**config.mk**
```make
export PLATFORM = sky130hd
export DESIGN_NAME = hyperbus_trans_splitter
export DESIGN_NICKNAME = d
export VERILOG_FILES = /design/src/rtl/hyperbus_pkg.sv /design/src/rtl/hyperbus_trans_splitter.sv
export SDC_FILE = /design/constraint.sdc
export NUM_CORES = 1
export LEC_CHECK = 0
export CAP_MARGIN = 30
export CORE_MARGIN = 2
export CORE_UTILIZATION = 52
export DETAILED_ROUTE_END_ITERATION = 12
export HOLD_SLACK_MARGIN = 0.05
export PLACE_DENSITY = 0.89
export SETUP_SLACK_MARGIN = 0.3
export SYNTH_ARGS = -nofsm -noshare
export SYNTH_HDL_FRONTEND = slang
export SYNTH_SLANG_ARGS = --single-unit
export TNS_END_PERCENT = 10
```
**constraint.sdc**
```tcl
create_clock -name clk_i -period 4.1 [get_ports clk_i]
set_input_delay 1.23 -clock clk_i [delete_from_list [all_inputs] [get_ports clk_i]]
set_output_delay 1.23 -clock clk_i [all_outputs]
set_load 0.01 [all_outputs]
```
**src/rtl/hyperbus_pkg.sv**
```systemverilog
// rtl/hyperbus_pkg.sv - shared HyperBus transaction types and defaults
package hyperbus_pkg;

  // Default geometry; the transaction record below is sized by these.
  localparam int unsigned HB_BURST_WIDTH = 12;
  localparam int unsigned HB_NR_CS       = 2;
  localparam int unsigned HB_MAX_BURST   = 256;

  // One HyperBus transaction as seen on the splitter's in/out channels.
  typedef struct packed {
    logic [HB_NR_CS-1:0]       cs;
    logic                      write;
    logic [HB_BURST_WIDTH-1:0] burst;
    logic                      burst_type;
    logic                      address_space;
    logic [31:0]               address;
  } hb_trans_t;

endpackage

```
**src/rtl/hyperbus_trans_splitter.sv**
```systemverilog
// rtl/hyperbus_trans_splitter.sv - splits long linear bursts into MAX_BURST-word sub-transactions
module hyperbus_trans_splitter
  import hyperbus_pkg::*;
#(
  parameter int unsigned BURST_WIDTH = HB_BURST_WIDTH,
  parameter int unsigned NR_CS       = HB_NR_CS,
  parameter int unsigned MAX_BURST   = HB_MAX_BURST
) (
  input  logic                   clk_i,
  input  logic                   rst_ni,
  input  logic                   in_valid_i,
  output logic                   in_ready_o,
  input  logic [31:0]            in_address_i,
  input  logic [NR_CS-1:0]       in_cs_i,
  input  logic                   in_write_i,
  input  logic [BURST_WIDTH-1:0] in_burst_i,
  input  logic                   in_burst_type_i,
  input  logic                   in_address_space_i,
  output logic                   out_valid_o,
  input  logic                   out_ready_i,
  output logic [31:0]            out_address_o,
  output logic [NR_CS-1:0]       out_cs_o,
  output logic                   out_write_o,
  output logic [BURST_WIDTH-1:0] out_burst_o,
  output logic                   out_burst_type_o,
  output logic                   out_address_space_o,
  input  logic                   rx_valid_i,
  output logic                   rx_ready_o,
  input  logic [15:0]            rx_data_i,
  input  logic                   rx_last_i,
  input  logic                   rx_error_i,
  output logic                   rx_valid_o,
  input  logic                   rx_ready_i,
  output logic [15:0]            rx_data_o,
  output logic                   rx_last_o,
  output logic                   rx_error_o,
  input  logic                   b_valid_i,
  input  logic                   b_last_i,
  input  logic                   b_error_i,
  output logic                   b_valid_o,
  output logic                   b_last_o,
  output logic                   b_error_o
);

  localparam int unsigned            LOG2_MAX  = $clog2(MAX_BURST);
  localparam logic [BURST_WIDTH-1:0] MAX_W     = BURST_WIDTH'(MAX_BURST);
  localparam logic [BURST_WIDTH-1:0] ONE_W     = BURST_WIDTH'(1);
  localparam logic [31:0]            ADDR_STEP = 32'(2 * MAX_BURST);

  typedef enum logic [1:0] {IDLE, ISSUE, WAIT} state_t;

  state_t                 state;
  hb_trans_t              cur;        // sub-transaction currently offered downstream
  logic [BURST_WIDTH-1:0] remain;     // words still to issue after the current sub
  logic [BURST_WIDTH-1:0] total;      // number of sub-transactions for this request
  logic [BURST_WIDTH-1:0] done_cnt;   // sub-transaction completions seen so far
  logic                   err_sticky;

  logic                   active;
  logic                   rx_comp;
  logic                   comp;
  logic                   last_pending;
  logic                   split_req;
  logic [BURST_WIDTH-1:0] next_len;
  logic                   final_b;
  logic                   idle_b;

  // Completion detection and the split decision for an incoming request.
  always_comb begin
    active       = (state != IDLE);
    rx_comp      = rx_valid_i & rx_ready_i & rx_last_i;
    comp         = active & (cur.write ? b_valid_i : rx_comp);
    last_pending = ((done_cnt + ONE_W) == total);
    split_req    = in_burst_type_i & ~in_address_space_i & (in_burst_i > MAX_W);
    next_len     = (remain > MAX_W) ? MAX_W : remain;
    final_b      = active & cur.write & b_valid_i & last_pending;
    idle_b       = ~active & b_valid_i;
  end

  // Request latch, sub-transaction sequencing and completion accounting.
  always_ff @(posedge clk_i) begin
    if (!rst_ni) begin
      state      <= IDLE;
      cur        <= '0;
      remain     <= '0;
      total      <= '0;
      done_cnt   <= '0;
      err_sticky <= 1'b0;
    end else begin
      if (comp) begin
        done_cnt <= done_cnt + ONE_W;
      end
      if (active & cur.write & b_valid_i & b_error_i) begin
        err_sticky <= 1'b1;
      end
      case (state)
        IDLE: begin
          done_cnt <= '0;
          if (in_valid_i) begin
            cur <= '{cs:            in_cs_i,
                     write:         in_write_i,
                     burst:         split_req ? MAX_W : in_burst_i,
                     burst_type:    in_burst_type_i,
                     address_space: in_address_space_i,
                     address:       in_address_i};
            remain <= split_req ? (in_burst_i - MAX_W) : '0;
            total  <= split_req ? (((in_burst_i - ONE_W) >> LOG2_MAX) + ONE_W) : ONE_W;
            state  <= ISSUE;
          end
        end
        ISSUE: begin
          if (out_ready_i) begin
            if (remain == '0) begin
              state <= WAIT;
            end else begin
              cur.address <= cur.address + ADDR_STEP;
              cur.burst   <= next_len;
              remain      <= remain - next_len;
            end
          end
        end
        WAIT: begin
          if (done_cnt == total) begin
            state      <= IDLE;
            done_cnt   <= '0;
            err_sticky <= 1'b0;
          end
        end
        default: state <= IDLE;
      endcase
    end
  end

  // Handshakes, sub-transaction fields, RX pass-through and merged write response.
  always_comb begin
    in_ready_o          = rst_ni & (state == IDLE);
    out_valid_o         = rst_ni & (state == ISSUE);
    out_address_o       = cur.address;
    out_cs_o            = cur.cs;
    out_write_o         = cur.write;
    out_burst_o         = cur.burst;
    out_burst_type_o    = cur.burst_type;
    out_address_space_o = cur.address_space;
    rx_valid_o          = rx_valid_i;
    rx_ready_o          = rx_ready_i;
    rx_data_o           = rx_data_i;
    rx_error_o          = rx_error_i;
    rx_last_o           = rx_last_i & (~active | (~cur.write & last_pending));
    b_valid_o           = rst_ni & (final_b | idle_b);
    b_last_o            = rst_ni & (final_b | (idle_b & b_last_i));
    b_error_o           = rst_ni & ((final_b & (err_sticky | b_error_i)) | (idle_b & b_error_i));
  end

endmodule

```
Yosys cells after proc, flatten, opt, wreduce, memory -nomap -nowiden

Index checks and enable logic that the tools add are counted.

Flip-flop bits (word level): 88
Bits of input ports: 76
Output and inout bits: 74
Logic and storage cells: 90

$add $sub $neg: 6
$lt $le $gt $ge: 2
Equal/unequal tests: 9
Mux-type cells: 27
Bitwise logic cells: 28
Reduce and logical (&&, ||, !) cells: 7

Operator list:

| operator                                             | number |
|---|---|
| two-way mux 12 bit                                   | 10 |
| case mux 12 bit (2 select lines)                     | 3 |
| two-way mux 32 bit                                   | 2 |
| case mux 32 bit (2 select lines)                     | 1 |
| two-way mux 46 bit                                   | 1 |
| adder 32 x 10 -> 32 bit (second input constant)      | 1 |
| == test 12 bit                                       | 2 |
| > comparator 12 x 9 -> 1 bit (second input constant) | 2 |
| AND 1 bit                                            | 20 |
| adder 12 x 1 -> 12 bit (second input constant)       | 1 |
| zero test 12 bit                                     | 1 |
| subtractor 12 x 1 -> 12 bit (second input constant)  | 1 |
| subtractor 12 bit                                    | 1 |
| subtractor 12 x 9 -> 12 bit (second input constant)  | 1 |
| != test 2 bit (second input constant)                | 5 |
| two-way mux 2 bit                                    | 4 |
| AND reduction 4 bit                                  | 2 |
| case mux 2 bit (3 select lines)                      | 1 |
| adder 4 x 1 -> 5 bit (second input constant)         | 1 |
| two-way mux 5 bit                                    | 1 |
| OR 1 bit                                             | 5 |
| two-way mux 1 bit                                    | 4 |
| nonzero test 2 bit                                   | 2 |
| NOT 1 bit                                            | 3 |
| 4 further kinds                                      | 4 |

Depth between registers and ports, before layout

Depth after elaboration: 7
Gate-level depth with buffers: 11
Depth with buffers taken out: 10

Worst setup path before layout

No wires, ideal clock.

Kind: input to output
Start point: input rst_ni
End point: output b_last_o
Arrival time: 2.214 ns
Required time: 2.870 ns
Slack: 0.656 ns
Stages: 4
Path buffers: 2
Cells stage by stage: clkbuf_1 > clkbuf_1 > nand2_1 > o31ai_1

Cells in the longest elaborated chain, start to end: 1

RTL lines:

| item        | line                           | RTL |
|---|---|---|
| from (decl) | hyperbus_trans_splitter.sv:10  | `input logic rst_ni,` |
| AND 1 bit   | hyperbus_trans_splitter.sv:150 | `b_last_o = rst_ni & (final_b \| (idle_b & b_last_i));` |
| to (decl)   | hyperbus_trans_splitter.sv:41  | `output logic b_last_o,` |

No other way between the ends.

Final worst setup path

Start point: input rst_ni
End point: output out_valid_o

Cells in the longest elaborated chain, start to end: 1

RTL lines:

| item      | line                           | RTL |
|---|---|---|
| AND 1 bit | hyperbus_trans_splitter.sv:137 | `out_valid_o = rst_ni & (state == ISSUE);` |
| to (decl) | hyperbus_trans_splitter.sv:19  | `output logic out_valid_o,` |

No other way between the ends.

==> results.tsv <==
stage	metric	value	unit
critical_path	slowest_stage	clkdlybuf4s50_1	
yosys	synth-simple-area-share	25.66	%
yosys	synth_top_family_by_area	compound AO/OA/AOI/OAI gates	
grt	antenna_found_initial	0	
yosys	synthCells	620	
yosys	synthMuxAreaShare	0.4289	%
power	leakage	2.220	nW
floorplan	start_util	53.68	%
hold_path	hold_path_end	out_burst_type_o$_SDFFE_PN0P_	
route	via_per_inst	6.086	
critical_path	start_kind	primary input	
run_status	status	finished, final reports clean	
hold_path	worstHoldStart	out_burst_type_o$_SDFFE_PN0P_	
power	powerDensity	385.4	nW/um^2
power	p_sw	856.5	uW
cells_and_area	final_util	67.08	%
yosys	synth_top_area_share	32.69	%
grt	grt-ovfl-total	0	
cells_and_area	drive_above_1_share	9.442	%
cts	cts.sinks	81	
critical_path	critPathKind	in -> out	
yosys	syn_area	4960	sq um
cells_and_area	final_nets	776	
cells_and_area	area_growth_syn_to_layout	24.97	%
sta	tns	0	ns
sta	setup-violations-final	0	
sta	worst_pin_slew	0.6845	ns
yosys	synth_xor_area_share	5.096	%
yosys	synth_cell_types	87	
sta	finalCriticalPeriod	3.903	ns
cells_and_area	nFillCells	750	
critical_path	crit_arrival	2.67	ns
placement	pre_cts_ws	-0.06777	ns
critical_path	crit_fanout	6	
yosys	synth_common_cells	81 x dfxtp_1, 62 x nand2_1, 58 x a21oi_1	
yosys	ys.flop_type	dfxtp_1	
floorplan	die_w	101.7	um
yosys	seq_area_frac_synth	32.69	%
route	route.vias.total	5039	
floorplan	core-area	9240	sq um
sta	period_share	95.19	%
cts	cts_tree	done	
critical_path	r2r_end	remain[6]$_SDFFE_PN0P_	
yosys	async_flop_share	0	%
critical_path	crit_path_frequent_cell	clkdlybuf4s50_1	
critical_path	cp_data_required_time	2.87	ns
cts	numCtsBuffers	9	
cts	cts-root-buf	clkbuf_8	
yosys	syn_nets	702	
power	intPower	1.532	mW
grt	grt_max_degree	41	
yosys	synth-edff-count	0	
yosys	synthAdderAreaFrac	1.514	%
floorplan	fp.dieArea	10330	sq um
cts	clock_path_buffers	2	
floorplan	design.portCount	150	
power	swShare	35.86	%
yosys	avgSynthCellArea	8.000	sq um
grt	first_global_vias	4967	
critical_path	rr_startpoint	remain[1]$_SDFFE_PN0P_	
yosys	synth_area_leaders	dfxtp_1 33%, a21oi_1 5.9%, nand2_1 4.7%	
grt	grt_pass1_wl	22940	um
cts	path_clk_slew	0.08	ns
critical_path	critPathCaptureType	output port	
route	postRouteAntennaNets	0	
sta	max_slew_margin	54.09	%
yosys	synth_top_cell_by_area	dfxtp_1	
route	drc	0	
sta	drv_slew	0	
cells_and_area	num_antenna_cells	0	
yosys	synth-compound-area-share	26.08	%
cts	post_cts_buffers	0	
cts	htree_levels	3	
route	detail_route.wl_per_cell	16.87	um
sta	final_hold_viol_count	0	
yosys	yosysMostFrequentCell	dfxtp_1	
route	drt-total-wl	13970	um
hold_path	min_path_cells	2	
route	dr.pass1.iters	5	
cts	clk_latency	0.36	ns
placement	dp_hpwl	9972	um
placement	port_buffers	115	
job	cap_violations	0	
floorplan	die_h	101.7	um
yosys	synth_seq_cells	81	
sta	worst_slack	0.1972	ns
critical_path	crit_chain	clkdlybuf4s50_1 > inv_2 > nor2_2 > clkdlybuf4s50_1	
power	p_comb_share	34.8	%
critical_path	rrSetupSlack	1.55	ns
yosys	yosys_warnings	0	
floorplan	num_rows	35	
critical_path	max_stage_delay	0.59	ns
route	drt_iter0_drc	284	
sta	rsz0062_at_grt	yes	
placement	globalplace.congestion	0.9331	
grt	globalRouteTotalUtil	27.24	%
power	peakVddDrop	0.2375	mV
critical_path	rr_worst_depth	10	
power	pwr-share-clk	23.9	%
power	p_seq_share	41.2	%
sta	skew	0.009954	ns
hold_path	hp-class	reg -> reg	
sta	clock.fmax	0.2562	GHz
==> state kept, by name, indices dropped and copies added, names as in the netlist, 2 cells and up <==
register / cells
out_address_o: 32
remain: 12
out_burst_o: 12
done_cnt: 12
total: 5
out_cs_o: 2
state: 2
==> how the worst max path moves through the flow <==
stage | from | end | slack (ns) | cells after the start
after floorplan | rst_ni | b_last_o | 0.66 | 4
after global placement | b_valid_i | b_error_o | -0.03 | 6
after detailed placement | b_valid_i | b_error_o | -0.07 | 6
after CTS | rst_ni | out_valid_o | 0.20 | 4
after global routing | rst_ni | out_valid_o | 0.16 | 4
final | rst_ni | out_valid_o | 0.20 | 4
==> layout make-up <==
cell class / instances / area [sq um] / area share (%)
Inverter: 12 / 45.04 / 0.7267
Sequential cell: 81 / 1624 / 26.20
Clock buffer: 10 / 127.6 / 2.059
Tap cell: 129 / 161.4 / 2.604
Multi-Input combinational cell: 461 / 2930 / 47.27
Clock inverter: 6 / 58.81 / 0.9487
Timing Repair Buffer: 129 / 1251 / 20.19
==> cell usage in the layout, fill, tap and decap left out, drive strengths merged, types with 4 or more instances in the layout <==
cell type	netlist	layout
nor2	54	54
a21oi	60	60
dlygate4sd2	0	4
and2	6	6
clkinv	0	5
a211oi	9	9
nand4	14	14
ha	6	6
clkbuf	20	10
inv	12	12
o221a	4	4
a32oi	6	6
a221oi	11	11
buf	46	14
and3	19	19
xor2	11	11
nand2b	4	4
a311oi	4	4
o21ai	43	43
a31oi	9	9
a32o	4	4
nand2	62	62
o21a	4	4
nor3	19	19
xnor2	17	17
nor4	9	9
nand3	25	25
a21o	7	7
dfxtp	81	81
o31ai	4	4
clkdlybuf4s50	0	111
==> through the flow <==
step	hold slack (ns)	power, mW	cell area (sq um)	instances
floorplan	0.4436	1.509	4960	620
global placement	0.4421	1.793	6003	812
detailed placement	0.4498	1.820	6003	812
CTS	0.4629	2.390	6196	828
global route	0.4851	2.521	6198	828
finish	0.4586	2.389	6198	828
==> kinds of logic (layout without fill, tap and decap cells) <==
kind of cell	count (synthesis)	in the layout
AND/OR/NAND/NOR	232	232
AO/OA/AOI/OAI	192	192
flip-flops	81	81
buffers and inverters	78	157
XOR/XNOR	28	28
adder cells (fa/ha/maj)	6	6
multiplexers	2	2
other	1	1
==> critical path, delay by kind of cell <==
kind / cells / cell delay, ns
buffers and inverters: 3 / 1.26
and+or+nand+nor: 1 / 0.18
==> power groups by stage <==
stage                     Combinational [mW]  Clock [mW]  Sequential (mW)
after floorplan                        0.512           0            0.997
after global placement                 0.799           0            0.994
after detailed placement               0.821           0            0.999
after CTS                              0.824       0.584            0.982
after global routing                   0.908       0.615            0.999
final                                  0.832       0.572            0.985
==> metal layers <==
layer | up-vias | wire length [um] | GRT usage [%]
li1 | 2401 | - | -
met1 | 2360 | 5637 | 32.63
met2 | 244 | 6844 | 46.66
met3 | 34 | 1109 | 6.625
met4 | 0 | 381 | 11.02
met5 | - | 0 | 0
==> timing repair <==
action,in CTS,in global routing
hold buffers,0,0
cloned,0,0
resized for setup,8,1
pin swaps,0,0
hold endpoints to repair,0,0
setup endpoints to repair,6,5
Note: power is estimated with default switching activity, not from simulation.
